<file path="src/rtl/synth_pkg.sv">
// Shared encodings for the polyphonic tone generator: waveform modes and
// the mixer scan FSM states.
package synth_pkg;

  typedef enum logic [1:0] {
    MODE_SQUARE = 2'd0,
    MODE_SAW    = 2'd1,
    MODE_TRI    = 2'd2,
    MODE_OFF    = 2'd3
  } mode_e;

  typedef enum logic [1:0] {
    IDLE = 2'd0,
    SCAN = 2'd1,
    DONE = 2'd2
  } state_e;

endpackage

</file>
<file path="src/rtl/poly_tone_gen_if.sv">
// Voice configuration and mixed-sample output bundle of poly_tone_gen.
// The tone generator sits on the slave side; the controller or codec side is the master.
interface poly_tone_gen_if #(
  parameter int VOICES = 4,
  parameter int ACC_W  = 32,
  parameter int OUT_W  = 8
);
  localparam int IDX_W = $clog2(VOICES);
  localparam int SUM_W = OUT_W + IDX_W;

  logic              cfg_we;
  logic [IDX_W-1:0]  cfg_voice;
  logic [ACC_W-1:0]  cfg_inc;
  logic [1:0]        cfg_mode;
  logic              cfg_gate;
  logic [VOICES-1:0] outs;
  logic [SUM_W-1:0]  sample_out;
  logic              sample_valid;

  modport master (
    output cfg_we, cfg_voice, cfg_inc, cfg_mode, cfg_gate,
    input  outs, sample_out, sample_valid
  );

  modport slave (
    input  cfg_we, cfg_voice, cfg_inc, cfg_mode, cfg_gate,
    output outs, sample_out, sample_valid
  );
endinterface

</file>
<file path="src/rtl/poly_tone_gen_voice.sv">
// One tone voice: inc/mode/gate/acc registers, tick-driven phase accumulation
// and the combinational waveform sample. GATE_PHASE_SYNC_EN: gate 0->1 write clears acc.
module tone_voice
  import synth_pkg::*;
#(
  parameter int ACC_W = 32,
  parameter int OUT_W = 8
) (
  input  logic             clock,
  input  logic             resetn,
  input  logic             tick,
  input  logic             cfg_sel,
  input  logic [ACC_W-1:0] cfg_inc,
  input  logic [1:0]       cfg_mode,
  input  logic             cfg_gate,
  output logic [OUT_W-1:0] sample,
  output logic             out_bit
);

  logic [ACC_W-1:0] inc_q, inc_d;
  logic [ACC_W-1:0] acc_q, acc_d;
  mode_e            mode_q, mode_d;
  logic             gate_q, gate_d;
  logic             out_q, out_d;
  logic [OUT_W-1:0] saw;
  logic [OUT_W-1:0] half;

  always_comb begin
    inc_d  = inc_q;
    mode_d = mode_q;
    gate_d = gate_q;
    acc_d  = acc_q;
    // The tick add uses the registered inc/gate, so a same-edge write only affects later ticks.
    if (tick && gate_q) begin
      acc_d = acc_q + inc_q;
    end
    if (cfg_sel) begin
      inc_d  = cfg_inc;
      mode_d = mode_e'(cfg_mode);
      gate_d = cfg_gate;
`ifdef GATE_PHASE_SYNC_EN
      if (cfg_gate && !gate_q) begin
        acc_d = '0;
      end
`endif
    end
    out_d = acc_d[ACC_W-1] & gate_d;
  end

  always_ff @(posedge clock or negedge resetn) begin
    if (!resetn) begin
      inc_q  <= '0;
      mode_q <= MODE_SQUARE;
      gate_q <= 1'b0;
      acc_q  <= '0;
      out_q  <= 1'b0;
    end else begin
      inc_q  <= inc_d;
      mode_q <= mode_d;
      gate_q <= gate_d;
      acc_q  <= acc_d;
      out_q  <= out_d;
    end
  end

  assign saw  = acc_q[ACC_W-1 -: OUT_W];
  assign half = acc_q[ACC_W-2 -: OUT_W];

  always_comb begin
    sample = '0;
    if (gate_q) begin
      case (mode_q)
        MODE_SQUARE: sample = {OUT_W{acc_q[ACC_W-1]}};
        MODE_SAW:    sample = saw;
        MODE_TRI:    sample = acc_q[ACC_W-1] ? ~half : half;
        default:     sample = '0;
      endcase
    end
  end

  assign out_bit = out_q;

endmodule

</file>
<file path="src/rtl/poly_tone_gen.sv">
// Multi-voice tone generator: sample-rate divider, VOICES tone_voice instances
// and a one-voice-per-cycle scan FSM that mixes the gated voices into sample_out.
//
// state | meaning
// IDLE  | waiting for the sample tick
// SCAN  | adding voice idx into the running sum, one voice per cycle
// DONE  | sample_out just loaded, sample_valid high for this cycle
module poly_tone_gen
  import synth_pkg::*;
#(
  parameter int VOICES     = 4,
  parameter int ACC_W      = 32,
  parameter int OUT_W      = 8,
  parameter int SAMPLE_DIV = 1024
) (
  input  logic              clock,
  input  logic              resetn,
  poly_tone_gen_if.slave    bus
);

  localparam int IDX_W = $clog2(VOICES);
  localparam int SUM_W = OUT_W + IDX_W;
  localparam int CNT_W = $clog2(SAMPLE_DIV);
  localparam logic [CNT_W-1:0] CNT_LAST = CNT_W'(SAMPLE_DIV - 1);
  localparam logic [IDX_W-1:0] IDX_LAST = IDX_W'(VOICES - 1);

  logic [CNT_W-1:0]  cnt_q, cnt_d;
  logic              tick;
  logic [OUT_W-1:0]  voice_s [VOICES];
  logic [VOICES-1:0] out_bits;

  state_e            state_q, state_d;
  logic [IDX_W-1:0]  idx_q, idx_d;
  logic [SUM_W-1:0]  sum_q, sum_d;
  logic [SUM_W-1:0]  sample_q, sample_d;
  logic              valid_q, valid_d;
  logic [SUM_W-1:0]  sum_next;

  assign tick = (cnt_q == CNT_LAST);

  always_comb begin
    cnt_d = tick ? '0 : cnt_q + CNT_W'(1);
  end

  for (genvar i = 0; i < VOICES; i++) begin : g_voice
    tone_voice #(
      .ACC_W (ACC_W),
      .OUT_W (OUT_W)
    ) u_voice (
      .clock    (clock),
      .resetn   (resetn),
      .tick     (tick),
      .cfg_sel  (bus.cfg_we && (bus.cfg_voice == IDX_W'(i))),
      .cfg_inc  (bus.cfg_inc),
      .cfg_mode (bus.cfg_mode),
      .cfg_gate (bus.cfg_gate),
      .sample   (voice_s[i]),
      .out_bit  (out_bits[i])
    );
  end

  always_comb begin
    state_d  = state_q;
    idx_d    = idx_q;
    sum_d    = sum_q;
    sample_d = sample_q;
    valid_d  = 1'b0;
    sum_next = sum_q + SUM_W'(voice_s[idx_q]);
    case (state_q)
      IDLE: begin
        if (tick) begin
          state_d = SCAN;
          idx_d   = '0;
          sum_d   = '0;
        end
      end
      SCAN: begin
        sum_d = sum_next;
        idx_d = idx_q + IDX_W'(1);
        // Load the output on the last scan edge so it is visible in the same cycle as the valid pulse.
        if (idx_q == IDX_LAST) begin
          state_d  = DONE;
          idx_d    = '0;
          sample_d = sum_next;
          valid_d  = 1'b1;
        end
      end
      DONE: begin
        state_d = IDLE;
      end
      default: begin
        state_d = IDLE;
      end
    endcase
  end

  always_ff @(posedge clock or negedge resetn) begin
    if (!resetn) begin
      cnt_q    <= '0;
      state_q  <= IDLE;
      idx_q    <= '0;
      sum_q    <= '0;
      sample_q <= '0;
      valid_q  <= 1'b0;
    end else begin
      cnt_q    <= cnt_d;
      state_q  <= state_d;
      idx_q    <= idx_d;
      sum_q    <= sum_d;
      sample_q <= sample_d;
      valid_q  <= valid_d;
    end
  end

  assign bus.outs         = out_bits;
  assign bus.sample_out   = sample_q;
  assign bus.sample_valid = valid_q;

endmodule

</file>
<file path="src/flat_wrapper.sv">
// flat-port wrapper written by rule: the top's interface ports become plain ports
module poly_tone_gen_flat import synth_pkg::*;
#(
  parameter int VOICES     = 4,
  parameter int ACC_W      = 32,
  parameter int OUT_W      = 8,
  parameter int SAMPLE_DIV = 1024
)
  (clock, resetn, bus_cfg_we, bus_cfg_voice, bus_cfg_inc, bus_cfg_mode, bus_cfg_gate, bus_outs, bus_sample_out, bus_sample_valid);
  poly_tone_gen_if #(.VOICES(VOICES), .ACC_W(ACC_W), .OUT_W(OUT_W)) bus_i ();
  input  logic clock;
  input  logic resetn;
  input wire logic [$bits(bus_i.cfg_we)-1:0] bus_cfg_we;
  input wire logic [$bits(bus_i.cfg_voice)-1:0] bus_cfg_voice;
  input wire logic [$bits(bus_i.cfg_inc)-1:0] bus_cfg_inc;
  input wire logic [$bits(bus_i.cfg_mode)-1:0] bus_cfg_mode;
  input wire logic [$bits(bus_i.cfg_gate)-1:0] bus_cfg_gate;
  output wire logic [$bits(bus_i.outs)-1:0] bus_outs;
  output wire logic [$bits(bus_i.sample_out)-1:0] bus_sample_out;
  output wire logic [$bits(bus_i.sample_valid)-1:0] bus_sample_valid;
  assign bus_i.cfg_we = bus_cfg_we;
  assign bus_i.cfg_voice = bus_cfg_voice;
  assign bus_i.cfg_inc = bus_cfg_inc;
  assign bus_i.cfg_mode = bus_cfg_mode;
  assign bus_i.cfg_gate = bus_cfg_gate;
  assign bus_outs = bus_i.outs;
  assign bus_sample_out = bus_i.sample_out;
  assign bus_sample_valid = bus_i.sample_valid;
  poly_tone_gen #(.VOICES(VOICES), .ACC_W(ACC_W), .OUT_W(OUT_W), .SAMPLE_DIV(SAMPLE_DIV)) u_core (.clock(clock), .resetn(resetn), .bus(bus_i));
endmodule
</file>
<file path="config.mk">
export PLATFORM = sky130hd
export DESIGN_NAME = poly_tone_gen_flat
export DESIGN_NICKNAME = d
export VERILOG_FILES = /design/src/rtl/synth_pkg.sv /design/src/rtl/poly_tone_gen_if.sv /design/src/rtl/poly_tone_gen_voice.sv /design/src/rtl/poly_tone_gen.sv /design/src/flat_wrapper.sv
export SDC_FILE = /design/constraint.sdc
export NUM_CORES = 1
export LEC_CHECK = 0
export ABC_CLOCK_PERIOD_IN_PS = 9300
export BUFFER_PORTS_ARGS = -buffer_cell sky130_fd_sc_hd__buf_2
export CAP_MARGIN = 20
export CORE_MARGIN = 4
export CORE_UTILIZATION = 35
export DETAILED_ROUTE_END_ITERATION = 10
export REMOVE_ABC_BUFFERS = 1
export SETUP_SLACK_MARGIN = 0.4
export SYNTH_ARGS = -nofsm -noshare
export SYNTH_HDL_FRONTEND = slang
export SYNTH_SLANG_ARGS = --single-unit
</file>
<file path="constraint.sdc">
create_clock -name clock -period 9.3 [get_ports clock]
set_clock_uncertainty 0.2 [all_clocks]
set_input_delay 0.93 -clock clock [delete_from_list [all_inputs] [get_ports clock]]
set_output_delay 0.93 -clock clock [all_outputs]
set_load 0.005 [all_outputs]
</file>
Word level (Yosys, flattened, before mapping)
Index checks and enable logic that the tools add are counted.

storage, ports and cells
  flip-flop bits (word level) = 307
  latch bits = 0
  bits in writable memories = 0
  ROM bits = 0
  word-level logic and storage cells = 115
  memories kept = 0

operators by class
  add/subtract/negate cells = 7
  $mul = 0
  divide/modulo/power cells = 0
  $lt $le $gt $ge = 1
  equal/unequal tests = 16
  shift operators = 0
  mux-type cells = 34
  bitwise operators = 9
  reduce and logical (&&, ||, !) cells = 18

operators with widths
  kind                                                      number
  adder 32 bit                                              4
  two-way mux 32 bit                                        4
  one-hot mux 8 bit (3 select lines)                        4
  two-way mux 8 bit                                         10
  NOT 8 bit                                                 4
  two-way mux 10 bit                                        2
  one-hot mux 10 bit (2 select lines)                       1
  binary-select mux 8 bit (select 2 bit)                    1
  == test 2 bit, second input constant                      7
  == test 2 x 1 -> 1 bit, second input constant             6
  logical NOT 2 bit                                         6
  adder 10 x 1 -> 10 bit, second input constant             1
  adder 10 x 8 -> 10 bit                                    1
  == test 10 bit, second input constant                     1
  logical AND 1 bit                                         8
  two-way mux 2 bit                                         4
  one-hot mux 2 bit (2 select lines)                        2
  two-way mux 1 bit                                         6
  AND reduction 2 bit                                       3
  bitwise AND 1 bit                                         4
  greater-or-equal comparator 3 bit, second input constant  1
  NOT 2 -> 3 bit                                            1
  adder 2 x 1 -> 2 bit, second input constant               1
  inequality test 2 x 1 -> 1 bit, second input constant     1
  other kinds (2)                                           2

Depth between registers and ports, before layout
Gate-level depths: netlist of the first run.

  depth in word-level cells = 9
  mapped depth = 19

Hierarchy
A second synthesis of the first run with hierarchy kept.

second synthesis, totals
  cell total of the unflattened synthesis = 2082
  area, all modules = 20006.7 µm²

modules (own cells, without submodules)
  module                                       instances  cells an instance  area each (µm²)  sequential area each (µm²)
  tone_voice at u_core.g_voice[0].u_voice ...  2          478                4560.6           1701.6
  tone_voice at u_core.g_voice[2].u_voice ...  2          471                4463.0           1701.6
  poly_tone_gen                                1          184                1959.4           875.8

Least setup slack after synthesis of the first run
OpenSTA, ideal clock, no wires.

  path type = register to register
  start point = register u_core.g_voice[0].u_voice.mode_q[0]
  end point = register u_core.sum_q[8]
  setup time = 130 ps
  arrival time = 3144 ps
  data required time = 8970 ps
  slack = 5827 ps
  stages on the path, launching flop included = 18
  buffers on the path = 1
  period minus slack after synthesis = 3473 ps
  path through = dfrtp_1 clkbuf_1 a211oi_1 a221oi_1 a21oi_1 ha_1 inv_1 fa_1 inv_1 a21oi_1 o21ai_0 a21oi_1 o21bai_1 a21o_1 a21oi_1 a21o_1 nand2_1 o31ai_1

on the way
  longest elaborated chain between the ends = 8
  elaborated cells between the ends (all ways) = 10

ends and longest elaborated chain
  item                                                     RTL line                   text
  start: declaration                                       poly_tone_gen_voice.sv:22  mode_e mode_q, mode_d;
  start signal: assignment                                 poly_tone_gen_voice.sv:59  mode_q <= mode_d;
  == test 2 bit, or another cell as far along              poly_tone_gen_voice.sv:72  case (mode_q)
  one-hot mux 8 bit (3 select lines) *                     poly_tone_gen_voice.sv:72
  two-way mux 8 bit *                                      poly_tone_gen_voice.sv:71  if (gate_q) begin
  binary-select mux 8 bit (select 2 bit) *                 poly_tone_gen.sv:68        sum_next = sum_q + SUM_W'(voice_s[idx_q]);
  two-way mux 8 bit (not written as such) * (2 in series)  poly_tone_gen.sv:68
  adder 10 x 8 -> 10 bit *                                 poly_tone_gen.sv:68
  one-hot mux 10 bit (2 select lines) *                    poly_tone_gen.sv:69        case (state_q)
  end signal: assignment                                   poly_tone_gen.sv:109       sum_q <= sum_d;
  end: declaration                                         poly_tone_gen.sv:34        logic [SUM_W-1:0] sum_q, sum_d;

Every way passes the cells marked *; elsewhere a longest branch is shown, timed or not. The select of a mux whose other input is x is not followed.
A chain may end at the register's enable or synchronous reset.

Worst setup path after layout of the first run
  start point = register u_core.idx_q[0]
  end point = register u_core.sum_q[8]

on the way
  longest elaborated chain between the ends = 6

ends and longest elaborated chain
  item                                                   RTL line              text
  start: declaration                                     poly_tone_gen.sv:33   logic [IDX_W-1:0] idx_q, idx_d;
  start signal: assignment                               poly_tone_gen.sv:108  idx_q <= idx_d;
  NOT 2 -> 3 bit (not written as such)                   poly_tone_gen.sv:68
  binary-select mux 8 bit (select 2 bit)                 poly_tone_gen.sv:68
  two-way mux 8 bit (not written as such) (2 in series)  poly_tone_gen.sv:68
  adder 10 x 8 -> 10 bit                                 poly_tone_gen.sv:68
  one-hot mux 10 bit (2 select lines)                    poly_tone_gen.sv:69

Every way passes these cells. The select of a mux whose other input is x is not followed.

==> flow_metrics.py, run 1 <==
metrics = {
    "run_status": {
        "status": "finished, final reports clean",
    },
    "drt": {
        "wl_met3_um": 2023,
        "route.met2.wl_um": 19780,
        "drtPass1Iterations": 5,
        "wl_met1_um": 20180,
        "drc": 0,
        "ant_nets": 0,
        "wl_per_cell_um": 16.13,
        "drt_wl_total_um": 43050,
        "vias": 14120,
        "viasPerCell": 5.291,
        "initialDrtViolationCount": 764,
        "highest_layer": "met5",
    },
    "setup_path": {
        "critPathMaxStageDelay_ns": 0.74,
        "cp.required_ns": 9.50,
        "criticalPathCategory": "register to register",
        "cp_slowest_cell": "a211oi_1",
        "crit_top_cell": "a21oi_1",
        "r2r_cells": 16,
        "end_kind": "register",
        "crit_fanout": 8,
        "start_kind": "register",
        "arrival_ns": 4.07,
        "crit_chain": "a211oi_1 -> a221oi_1 -> a21oi_1 -> ha_1 -> inv_1 -> fa_1 -> inv_1 -> a21oi_1 -> o21ai_0 -> a21oi_1 -> o21bai_1 -> a21o_1 -> a21oi_1 -> a21o_1 -> nand2_1 -> o31ai_1",
    },
    "clocking": {
        "clk-insertion-delay-late_ns": 0.52,
        "clockBufferDepth": 3,
        "cts_root_buffer": "clkbuf_16",
        "cts_resized": 0,
        "postCtsSetupRepairBufs": 0,
        "clock_sink_count": 307,
        "cts_inserted_buffers": 37,
        "hold_buffers": 0,
        "ctsHtreeMaxLevel": 2,
        "clk_pin_slew_worst_paths_ns": 0.06,
        "cts_tree": "yes",
    },
    "sta": {
        "max_slew_margin_pct": 36.59,
        "hold_viol": 0,
        "timing.final.crit_share_pct": 41.70,
        "setup-violations-final": 0,
        "fin_tns_setup_ns": 0,
        "report.final.slew_viol_count": 0,
        "final.min_clock_period_ns": 3.878,
        "setup_slack_ns": 5.422,
        "worst_slew_pin_slew_ns": 0.9492,
        "grt_setup_unrepaired": "false",
        "fmax_ghz": 0.2579,
    },
    "floorplan": {
        "initial_utilization_pct": 35.42,
        "pin_count": 55,
        "die_y_um": 239.1,
        "die_x_um": 239.1,
        "core_area_mm2": 0.05276,
        "rows": 84,
        "dieArea_mm2": 0.05716,
    },
    "logic_synthesis": {
        "avgSynthCellArea_um2": 9.694,
        "synth_largest_area_cell": "dfrtp_1",
        "ys_ff_latch": 307,
        "synth_cell_types": 74,
        "netlist_instances": 1928,
        "synthTopCellsByArea": "dfrtp_1 (41%), ha_1 (9.0%), mux2_2 (8.9%)",
        "synth_edf_count": 0,
        "yosysSeqAreaShare_pct": 41.11,
        "synth_top_area_share_pct": 41.11,
        "synth_ff_type": "dfrtp_1",
        "synth-async-reset-ratio_pct": 100.0,
        "ys_warn_count": 0,
        "syn_area_mm2": 0.01869,
    },
    "min_path": {
        "whs_path_depth": 1,
        "hold_class": "register to register",
    },
    "power_and_ir_drop": {
        "power_uw": 3595,
        "leakage_uw": 0.009704,
        "power_density_mw_per_mm2": 171.8,
        "irDropWorstVdd_mv": 0.1616,
    },
    "global_route": {
        "grtUsageTotal_pct": 14.96,
        "grt-ovfl-total": 0,
        "antenna_found_initial": 8,
        "grt_pass1_vias": 13780,
        "grt_start_max_net_pins": 116,
        "grt_pass1_wl_um": 71310,
    },
    "final_layout": {
        "multiInputGateArea_mm2": 0.01054,
        "nets": 2132,
        "final_cell_mix": "dfrtp_1 (307), nand2_1 (266), o21ai_0 (194)",
        "design_area_mm2": 0.02093,
        "layout.area.seq_mm2": 0.007682,
        "syn2layout_area_growth_pct": 11.98,
        "drive_above_1_share_pct": 14.86,
        "mostFrequentLayoutCell": "dfrtp_1",
        "fin_cells": 2669,
        "fill_cells": 5200,
    },
    "run": {
        "maxCapViolations": 0,
    },
    "placement": {
        "hpwl_um": 31400,
        "gp_congestion": 0.8805,
        "place_ws_ns": 5.440,
        "dpl_cell_area_mm2": 0.01959,
        "dp_cells": 2599,
        "io_buffers": 54,
    },
}
==> power breakdown <==
part           total, µW  leakage [µW]  internal, µW  switching, µW
Clock               1500      0.000609           924            573
Combinational        560       0.00512           252            308
Sequential          1540       0.00398          1450           85.0
Total               3590       0.00970          2630            966
==> synthesized netlist by cell type, drive strengths merged (8+ instances only) <==
cell type / instances
xnor2: 60
xor2: 99
o21a: 19
inv: 43
a22oi: 9
clkbuf: 69
ha: 134
nor2b: 20
nor2: 62
nor3: 12
a21oi: 132
a221oi: 8
and2: 8
a31oi: 15
nand2b: 18
nand2: 269
and3: 18
nand4: 14
buf: 11
dfrtp: 307
a211oi: 15
o31ai: 11
o21ai: 229
mux2: 148
o21bai: 18
a21o: 70
nand3: 33
==> metrics by stage <==
step,hold slack [ns],utilization [%]
6_report,0.2707,39.67
5_1_grt,0.2923,39.66
4_1_cts,0.2676,39.53
3_5_place_dp,0.2603,37.13
3_3_place_gp,0.2467,37.13
2_1_floorplan,0.2323,-
==> path summary, 6_finish.rpt <==
| path | startpoint | to | slack [ns] |
|---|---|---|---|
| max | u_core.idx_q[0] | u_core.sum_q[8] | 5.42 |
| min | u_core.cnt_q[4] | u_core.cnt_q[4] | 0.27 |
| max reg2reg | u_core.idx_q[0] | u_core.sum_q[8] | 5.42 |
| min reg2reg | u_core.cnt_q[4] | u_core.cnt_q[4] | 0.27 |
| max in group asynchronous | resetn | u_core.g_voice[0].u_voice.inc_q[0] | 7.12 |
| min in group asynchronous | resetn | u_core.cnt_q[4] | 0.30 |
==> logic make-up (layout without fill, tap and decap cells) <==
kind of cell,count (synthesis),count (layout),share of synthesized area [%]
compound gates,578,578,18.99
simple gates,473,473,11.38
flops,307,307,41.11
xor+xnor,159,159,7.451
mux,149,149,8.971
fa+ha+maj,139,139,9.507
buf+inv,123,173,2.591
other cells,0,3,0
==> flip-flops by register name (all words and copies together) (netlist names), 4 cells and up <==
| register | cells |
|---|---|
| u_core.g_voice.u_voice.acc_q | 128 |
| u_core.g_voice.u_voice.inc_q | 128 |
| u_core.bus.sample_out | 10 |
| u_core.cnt_q | 10 |
| u_core.sum_q | 10 |
| u_core.g_voice.u_voice.mode_q | 8 |
| u_core.g_voice.u_voice.gate_q | 4 |
| u_core.g_voice.u_voice.out_bit | 4 |
==> cell type report <==
type | count | share of cell area [%]
timing repair buffer | 66 | 1.985
sequential | 307 | 36.71
inverter | 43 | 0.7712
clock inverter | 13 | 0.8728
tap | 688 | 4.113
antenna | 3 | 0.03587
clock buffer | 51 | 5.165
multi-input combinational | 1498 | 50.35
==> critical path: cells and delay by family (launching register included) <==
kind,cells,cell delay (ns)
and+or+nand+nor,1,0.06
AOI/OAI and AO/OA,11,2.30
DFF,1,0.48
adders and majority gates,2,0.58
buffers and inverters,2,0.13
==> layer usage <==
metal	track usage, %	vias to the layer above
li1	-	6970
met1	20.31	6797
met2	24.56	264
met3	3.011	82
met4	3.905	10
met5	0	-
Power figures use the tool's default switching activity.
==> inputs of run 2 (changes only) <==
ABC_AREA = 1   (was default)
ABC_CLOCK_PERIOD_IN_PS = 3700   (was 9300)
clock period = 3.7 ns   (was 9.3 ns; I/O delays follow)
==> run 2 against run 1 <==
Net effect: worst hold slack lost 0.23 ns; cell count grew 44%; critical path type unchanged; clock-buffer cell count grew 1; core utilization grew 0.44 points; routed wire length grew 39%; global-route usage grew 4.0 points; register-to-register slack lost 4.8 ns; die area grew 11%; sequential power grew 150%; combinational power grew 130%; setup slack lost 4.8 ns; fmax grew 25%.
==> flow_metrics.py, run 2 <==
metrics = {
    "run_status": {
        "status": "finished, final reports clean",
    },
    "sta": {
        "grt_setup_unrepaired": "false",
        "final.min_clock_period_ns": 3.107,
        "fin_tns_setup_ns": 0,
        "timing.final.crit_share_pct": 83.97,
        "worst_slew_pin_slew_ns": 0.7898,
        "max_slew_margin_pct": 47.27,
        "setup-violations-final": 0,
        "fmax_ghz": 0.3219,
        "report.final.slew_viol_count": 0,
        "hold_viol": 0,
    },
    "floorplan": {
        "pin_count": 55,
        "initial_utilization_pct": 35.67,
        "dieArea_mm2": 0.06321,
        "die_y_um": 251.4,
        "rows": 88,
        "core_area_mm2": 0.05814,
        "die_x_um": 251.4,
    },
    "drt": {
        "initialDrtViolationCount": 1271,
        "ant_nets": 0,
        "drtPass1Iterations": 5,
        "vias": 18670,
        "viasPerCell": 4.864,
        "wl_per_cell_um": 15.58,
        "drt_wl_total_um": 59790,
        "drc": 0,
    },
    "setup_path": {
        "rrSetupSlack_ns": 0.59,
        "start_kind": "register",
        "crit_fanout": 17,
        "worstReg2RegStart": "u_core.g_voice[2].u_voice.acc_q[31]",
        "crit_chain": "or2_2 -> nand3_1 -> nand3_1 -> nand2_1 -> nand2_1 -> o21ai_0 -> inv_1 -> ha_1 -> nand2_1 -> o21ai_0 -> nor2_1 -> o21ai_0 -> xnor2_1 -> o21ai_0",
        "end_kind": "register",
        "r2r-end": "u_core.bus.sample_out[7]",
        "worstSetupStartpoint": "u_core.g_voice[2].u_voice.acc_q[31]",
        "cp_slowest_cell": "dfrtp_2",
        "crit_end": "u_core.bus.sample_out[7]",
        "arrival_ns": 3.31,
        "criticalPathCategory": "register to register",
        "crit_top_cell": "o21ai_0",
        "cp.required_ns": 3.91,
        "r2r_cells": 14,
        "critPathMaxStageDelay_ns": 0.51,
    },
    "min_path": {
        "hold_class": "primary input to register",
    },
    "logic_synthesis": {
        "synth_ff_type": "dfrtp_1",
        "synthTopCellsByArea": "dfrtp_1 (37%), nand2_1 (19%), ha_1 (8.1%)",
        "synth_common_cells": "nand2_1 (1061), inv_1 (360), dfrtp_1 (307), o21ai_0 (260), nor2_1 (197)",
        "synth_cell_types": 41,
        "synth_most_common_cell": "nand2_1",
        "synth_edf_count": 0,
        "yosysSeqAreaShare_pct": 37.04,
        "synth-async-reset-ratio_pct": 100.0,
        "syn_area_mm2": 0.02074,
        "ys_warn_count": 0,
        "avgSynthCellArea_um2": 6.948,
        "synth_top_area_share_pct": 37.04,
        "synth_largest_area_cell": "dfrtp_1",
        "netlist_instances": 2985,
        "ys_ff_latch": 307,
    },
    "placement": {
        "dp_cells": 3758,
        "hpwl_um": 45200,
        "io_buffers": 54,
        "gp_congestion": 0.9241,
    },
    "power_and_ir_drop": {
        "irDropWorstVdd_mv": 0.2996,
        "leakage_uw": 0.01258,
        "power_density_mw_per_mm2": 391.2,
        "power_uw": 9121,
    },
    "final_layout": {
        "nets": 3218,
        "final_cell_mix": "nand2_1 (1061), inv_1 (360), dfrtp_1 (303)",
        "fin_cells": 3837,
        "mostFrequentLayoutCell": "nand2_1",
        "drive_above_1_share_pct": 6.219,
        "top_regs": "u_core.g_voice.u_voice.acc_q (128), u_core.g_voice.u_voice.inc_q (128)",
        "syn2layout_area_growth_pct": 12.42,
    },
    "run": {
        "maxCapViolations": 0,
    },
    "clocking": {
        "clk-insertion-delay-late_ns": 0.58,
        "clock_sink_count": 307,
        "cts_root_buffer": "clkbuf_16",
        "ctsHtreeMaxLevel": 2,
        "clockBufferDepth": 3,
        "cts_inserted_buffers": 41,
        "cts_tree": "yes",
        "clk_pin_slew_worst_paths_ns": 0.05,
    },
    "global_route": {
        "grt_pass1_vias": 18200,
        "grt_start_max_net_pins": 87,
        "grt_pass1_wl_um": 96890,
        "grtUsageTotal_pct": 18.92,
        "grt-ovfl-total": 0,
        "antenna_found_initial": 8,
    },
}
run 2: cells by family (layout without fill, tap and decap cells):
| kind of cell | count (synthesis) | count (layout) | synth area share, % |
|---|---|---|---|
| and+or+nand+nor | 1554 | 1554 | 30.87 |
| AOI/OAI and AO/OA | 476 | 476 | 12.01 |
| buffers and inverters | 428 | 514 | 8.090 |
| DFF | 307 | 307 | 37.04 |
| adders and majority gates | 139 | 139 | 8.567 |
| xor gates and xnor gates | 81 | 81 | 3.421 |
| other | 0 | 1 | 0 |
run 2: worst min-delay path by stage:
stage                     cells after the start       startpoint  slack [ns]                             endpoint
final                                         3  bus_cfg_mode[1]        0.04  u_core.g_voice[1].u_voice.mode_q[1]
after global routing                          3  bus_cfg_inc[26]        0.05  u_core.g_voice[2].u_voice.inc_q[26]
after CTS                                     3  bus_cfg_inc[31]        0.02  u_core.g_voice[3].u_voice.inc_q[31]
after detailed placement                      1           resetn        0.26  u_core.g_voice[3].u_voice.acc_q[31]
after global placement                        1           resetn        0.23    u_core.g_voice[3].u_voice.out_bit
after floorplan                               0           resetn       -0.13             u_core.bus.sample_out[0]
run 2: worst max-delay path: cells and delay by family (launching register included):
kind / cells / cell delay, ns
AO/OA/AOI/OAI: 4 / 0.80
XOR/XNOR: 1 / 0.18
adder cells (fa/ha/maj): 1 / 0.39
buffers and inverters: 1 / 0.07
flip-flops: 1 / 0.51
AND/OR/NAND/NOR: 7 / 0.82
run 2: what timing repair did:
item | 4_1_cts | 5_1_grt
endpoints found under the hold margin | 82 | 0
setup endpoints to repair | 2 | 6
buffers inserted | 0 | 2
hold buffers | 1 | 0
gates resized for setup | 1 | 13
run 2: per-layer routing:
layer	routed length, µm	GRT usage, %
met1	27860	25.53
met2	27940	32.11
met3	2607	2.484
met4	1380	5.215
met5	0	0
run 2: area by class of cell:
type                    instances  area (µm²)
diodes                          1       2.502
clock inverters                23       221.5
flip-flops and latches        307        7687
multi-input cells            2250       11440
fillers                      6122       34820
inverters                     366        1374
clock buffers                  52        1170
repair buffers                 73       462.9
well taps                     765       957.2
run 2: per-stage QoR:
step / hold WS [ns] / worst slack [ns] / instance area [µm²] / util [%]
after floorplan: -0.1256 / 0.7170 / 20440 / -
after global placement: 0.2320 / 0.4019 / 21850 / 37.59
after detailed placement: 0.2562 / 0.3641 / 21850 / 37.59
after CTS: 0.01866 / 0.4358 / 23250 / 40.00
after global routing: 0.04881 / 0.3968 / 23310 / 40.10
final: 0.03918 / 0.5931 / 23320 / 40.11
run 2: power by group:
group / internal [µW] / switching, µW
sequential: 3600 / 181
combinational: 448 / 814
clock: 2460 / 1620
total: 6510 / 2610
==> inputs of run 3 (changes only) <==
ABC_CLOCK_PERIOD_IN_PS = 2700   (was 3700)
clock period = 2.7 ns   (was 3.7 ns; I/O delays follow)
==> run 3 against run 2 <==
Net effect: non-clock buffer count increased by 167; sequential power increased by 39%; global-route usage increased by 0.51 points; via count increased by 5.6%; the flow now finishes with violations (setup timing); design area increased by 13%; largest power group unchanged; clock-buffer cell count decreased by 4.
==> flow_metrics.py, run 3 (synthesized netlist as in run 2, its figures left out) <==
metrics = {
    "clocking": {
        "clk-insertion-delay-late_ns": 0.56,
        "cts_root_buffer": "clkbuf_16",
        "clock_sink_count": 307,
        "ctsHtreeMaxLevel": 2,
        "cts_inserted_buffers": 39,
        "clk_pin_slew_worst_paths_ns": 0.06,
        "cts_tree": "yes",
        "clockBufferDepth": 3,
    },
    "placement": {
        "dp_cells": 3847,
        "place_ws_ns": -0.2438,
        "dpl_cell_area_mm2": 0.02256,
        "io_buffers": 54,
        "hpwl_um": 46770,
        "gp_congestion": 0.9435,
    },
    "run_status": {
        "status": "complete, but fails checks",
        "violations": "setup timing",
    },
    "power_and_ir_drop": {
        "leakage_uw": 0.01354,
        "power_frac_seq_pct": 41.4,
        "power_frac_comb_pct": 16.3,
        "switching_share_pct": 29.20,
        "irDropWorstVdd_mv": 0.4747,
        "clockPowerShare_pct": 42.3,
        "power_density_mw_per_mm2": 481.8,
        "p_switching_uw": 3701,
        "internal_power_uw": 8973,
    },
    "floorplan": {
        "die_y_um": 251.4,
        "die_x_um": 251.4,
        "rows": 88,
        "dieArea_mm2": 0.06321,
        "pin_count": 55,
        "initial_utilization_pct": 35.67,
        "core_area_mm2": 0.05814,
    },
    "final_layout": {
        "nets": 3383,
        "fill_cells": 5871,
        "syn2layout_area_growth_pct": 26.83,
        "design_area_mm2": 0.02630,
        "mostFrequentLayoutCell": "nand2_1",
        "final_cell_mix": "nand2_1 (984), inv_1 (347), dfrtp_1 (302)",
        "layout.area.seq_mm2": 0.007689,
        "fin_cells": 4001,
        "top_regs": "u_core.g_voice.u_voice.acc_q (128), u_core.g_voice.u_voice.inc_q (128)",
        "drive_above_1_share_pct": 18.66,
        "multiInputGateArea_mm2": 0.01301,
    },
    "drt": {
        "drt_wl_total_um": 63040,
        "ant_nets": 0,
        "vias": 19710,
        "viasPerCell": 4.926,
        "initialDrtViolationCount": 1378,
        "wl_per_cell_um": 15.76,
        "drtPass1Iterations": 5,
        "drc": 0,
    },
    "sta": {
        "setup_slack_ns": -0.1156,
        "fmax_ghz": 0.3552,
        "grt_setup_unrepaired": "true",
        "hold_viol": 0,
        "report.final.slew_viol_count": 0,
        "timing.final.crit_share_pct": 104.3,
        "worst_slew_pin_slew_ns": 0.8822,
        "max_slew_margin_pct": 40.99,
        "setup-violations-final": 6,
        "final.min_clock_period_ns": 2.816,
    },
    "setup_path": {
        "criticalPathCategory": "register to register",
        "crit_fanout": 3,
        "arrival_ns": 3.05,
        "end_kind": "register",
        "start_kind": "register",
        "cp.required_ns": 2.94,
    },
    "min_path": {
        "hold_class": "primary input to register",
    },
    "global_route": {
        "grt_start_max_net_pins": 69,
        "grt_pass1_vias": 19080,
        "grt_pass1_wl_um": 99450,
        "antenna_found_initial": 7,
        "grt-ovfl-total": 0,
        "grtUsageTotal_pct": 19.42,
    },
    "run": {
        "maxCapViolations": 0,
    },
}
==> run 3: what timing repair did <==
item / in CTS / in global routing
pin swaps: 24 / 64
gates resized for setup: 116 / 281
buffers inserted: 12 / 33
setup endpoints to repair: 79 / 105
hold buffers: 35 / 1
endpoints found under the hold margin: 406 / 1
==> run 3: path summary, 6_finish.rpt <==
kind | start | end | slack (ns) | cells past startpoint
worst max-delay path | u_core.g_voice[3].u_voice.acc_q[31] | u_core.sum_q[8] | -0.12 | 16
worst min-delay path | bus_cfg_inc[24] | u_core.g_voice[1].u_voice.inc_q[24] | 0.006 | 3
worst max register to register | u_core.g_voice[3].u_voice.acc_q[31] | u_core.sum_q[8] | -0.12 | 16
worst min register to register | u_core.state_q[0] | u_core.state_q[0] | 0.26 | 1
max in group asynchronous | resetn | u_core.g_voice[2].u_voice.acc_q[27] | 0.86 | 3
min in group asynchronous | resetn | u_core.bus.sample_valid | 0.17 | 3
==> run 3: worst max-delay path, stage by stage, from the launching register on <==
cell and delay (ns):
dfrtp_1 0.41, buf_6 0.14, xnor2_2 0.12, o211ai_1 0.22
nand2_2 0.09, a32o_1 0.20, inv_1 0.05, ha_2 0.17
inv_2 0.05, fa_2 0.34, inv_2 0.08, a31oi_4 0.11
or2_4 0.27, nand2_2 0.06, nand2_2 0.06, nand3_2 0.06
o21ai_1 0.06
==> run 3: through the flow <==
step	hold slack [ns]	power (µW)	TNS, ns	util [%]
after global routing	0.01268	13320	-1.868	45.22
after CTS	0.005598	12550	-0.2066	42.49
after detailed placement	-0.01578	7045	-2.069	38.80
after floorplan	-0.2256	6393	-0.8491	-
final	0.005874	12670	-0.4860	45.25
after global placement	-0.01639	7021	-2.143	38.80
==> run 3: area by class of cell <==
class	count	area share [%]
inverter	366	5.251
timing repair buffer	240	7.397
clock buffer	48	4.148
sequential	307	29.23
antenna	5	0.04757
tap	765	3.639
multi-input combinational	2250	49.44
clock inverter	20	0.8467
==> run 3: power by group through the flow <==
stage / clock, µW / sequential (µW) / combinational (µW)
after global placement: 0 / 5250 / 1770
after CTS: 5500 / 5180 / 1880
after floorplan: 0 / 5180 / 1210
after detailed placement: 0 / 5250 / 1800
final: 5370 / 5240 / 2060
after global routing: 5700 / 5280 / 2340
==> run 3: routing by layer <==
metal / vias to the layer above / share of wire (%) / routed length, µm / global-route usage [%]
li1: 10020 / - / - / -
met1: 9265 / 46 / 29130 / 26.00
met2: 316 / 48 / 30060 / 33.80
met3: 111 / 3.5 / 2236 / 1.959
met4: 0 / 2.6 / 1616 / 5.104
met5: - / 0 / 0 / 0
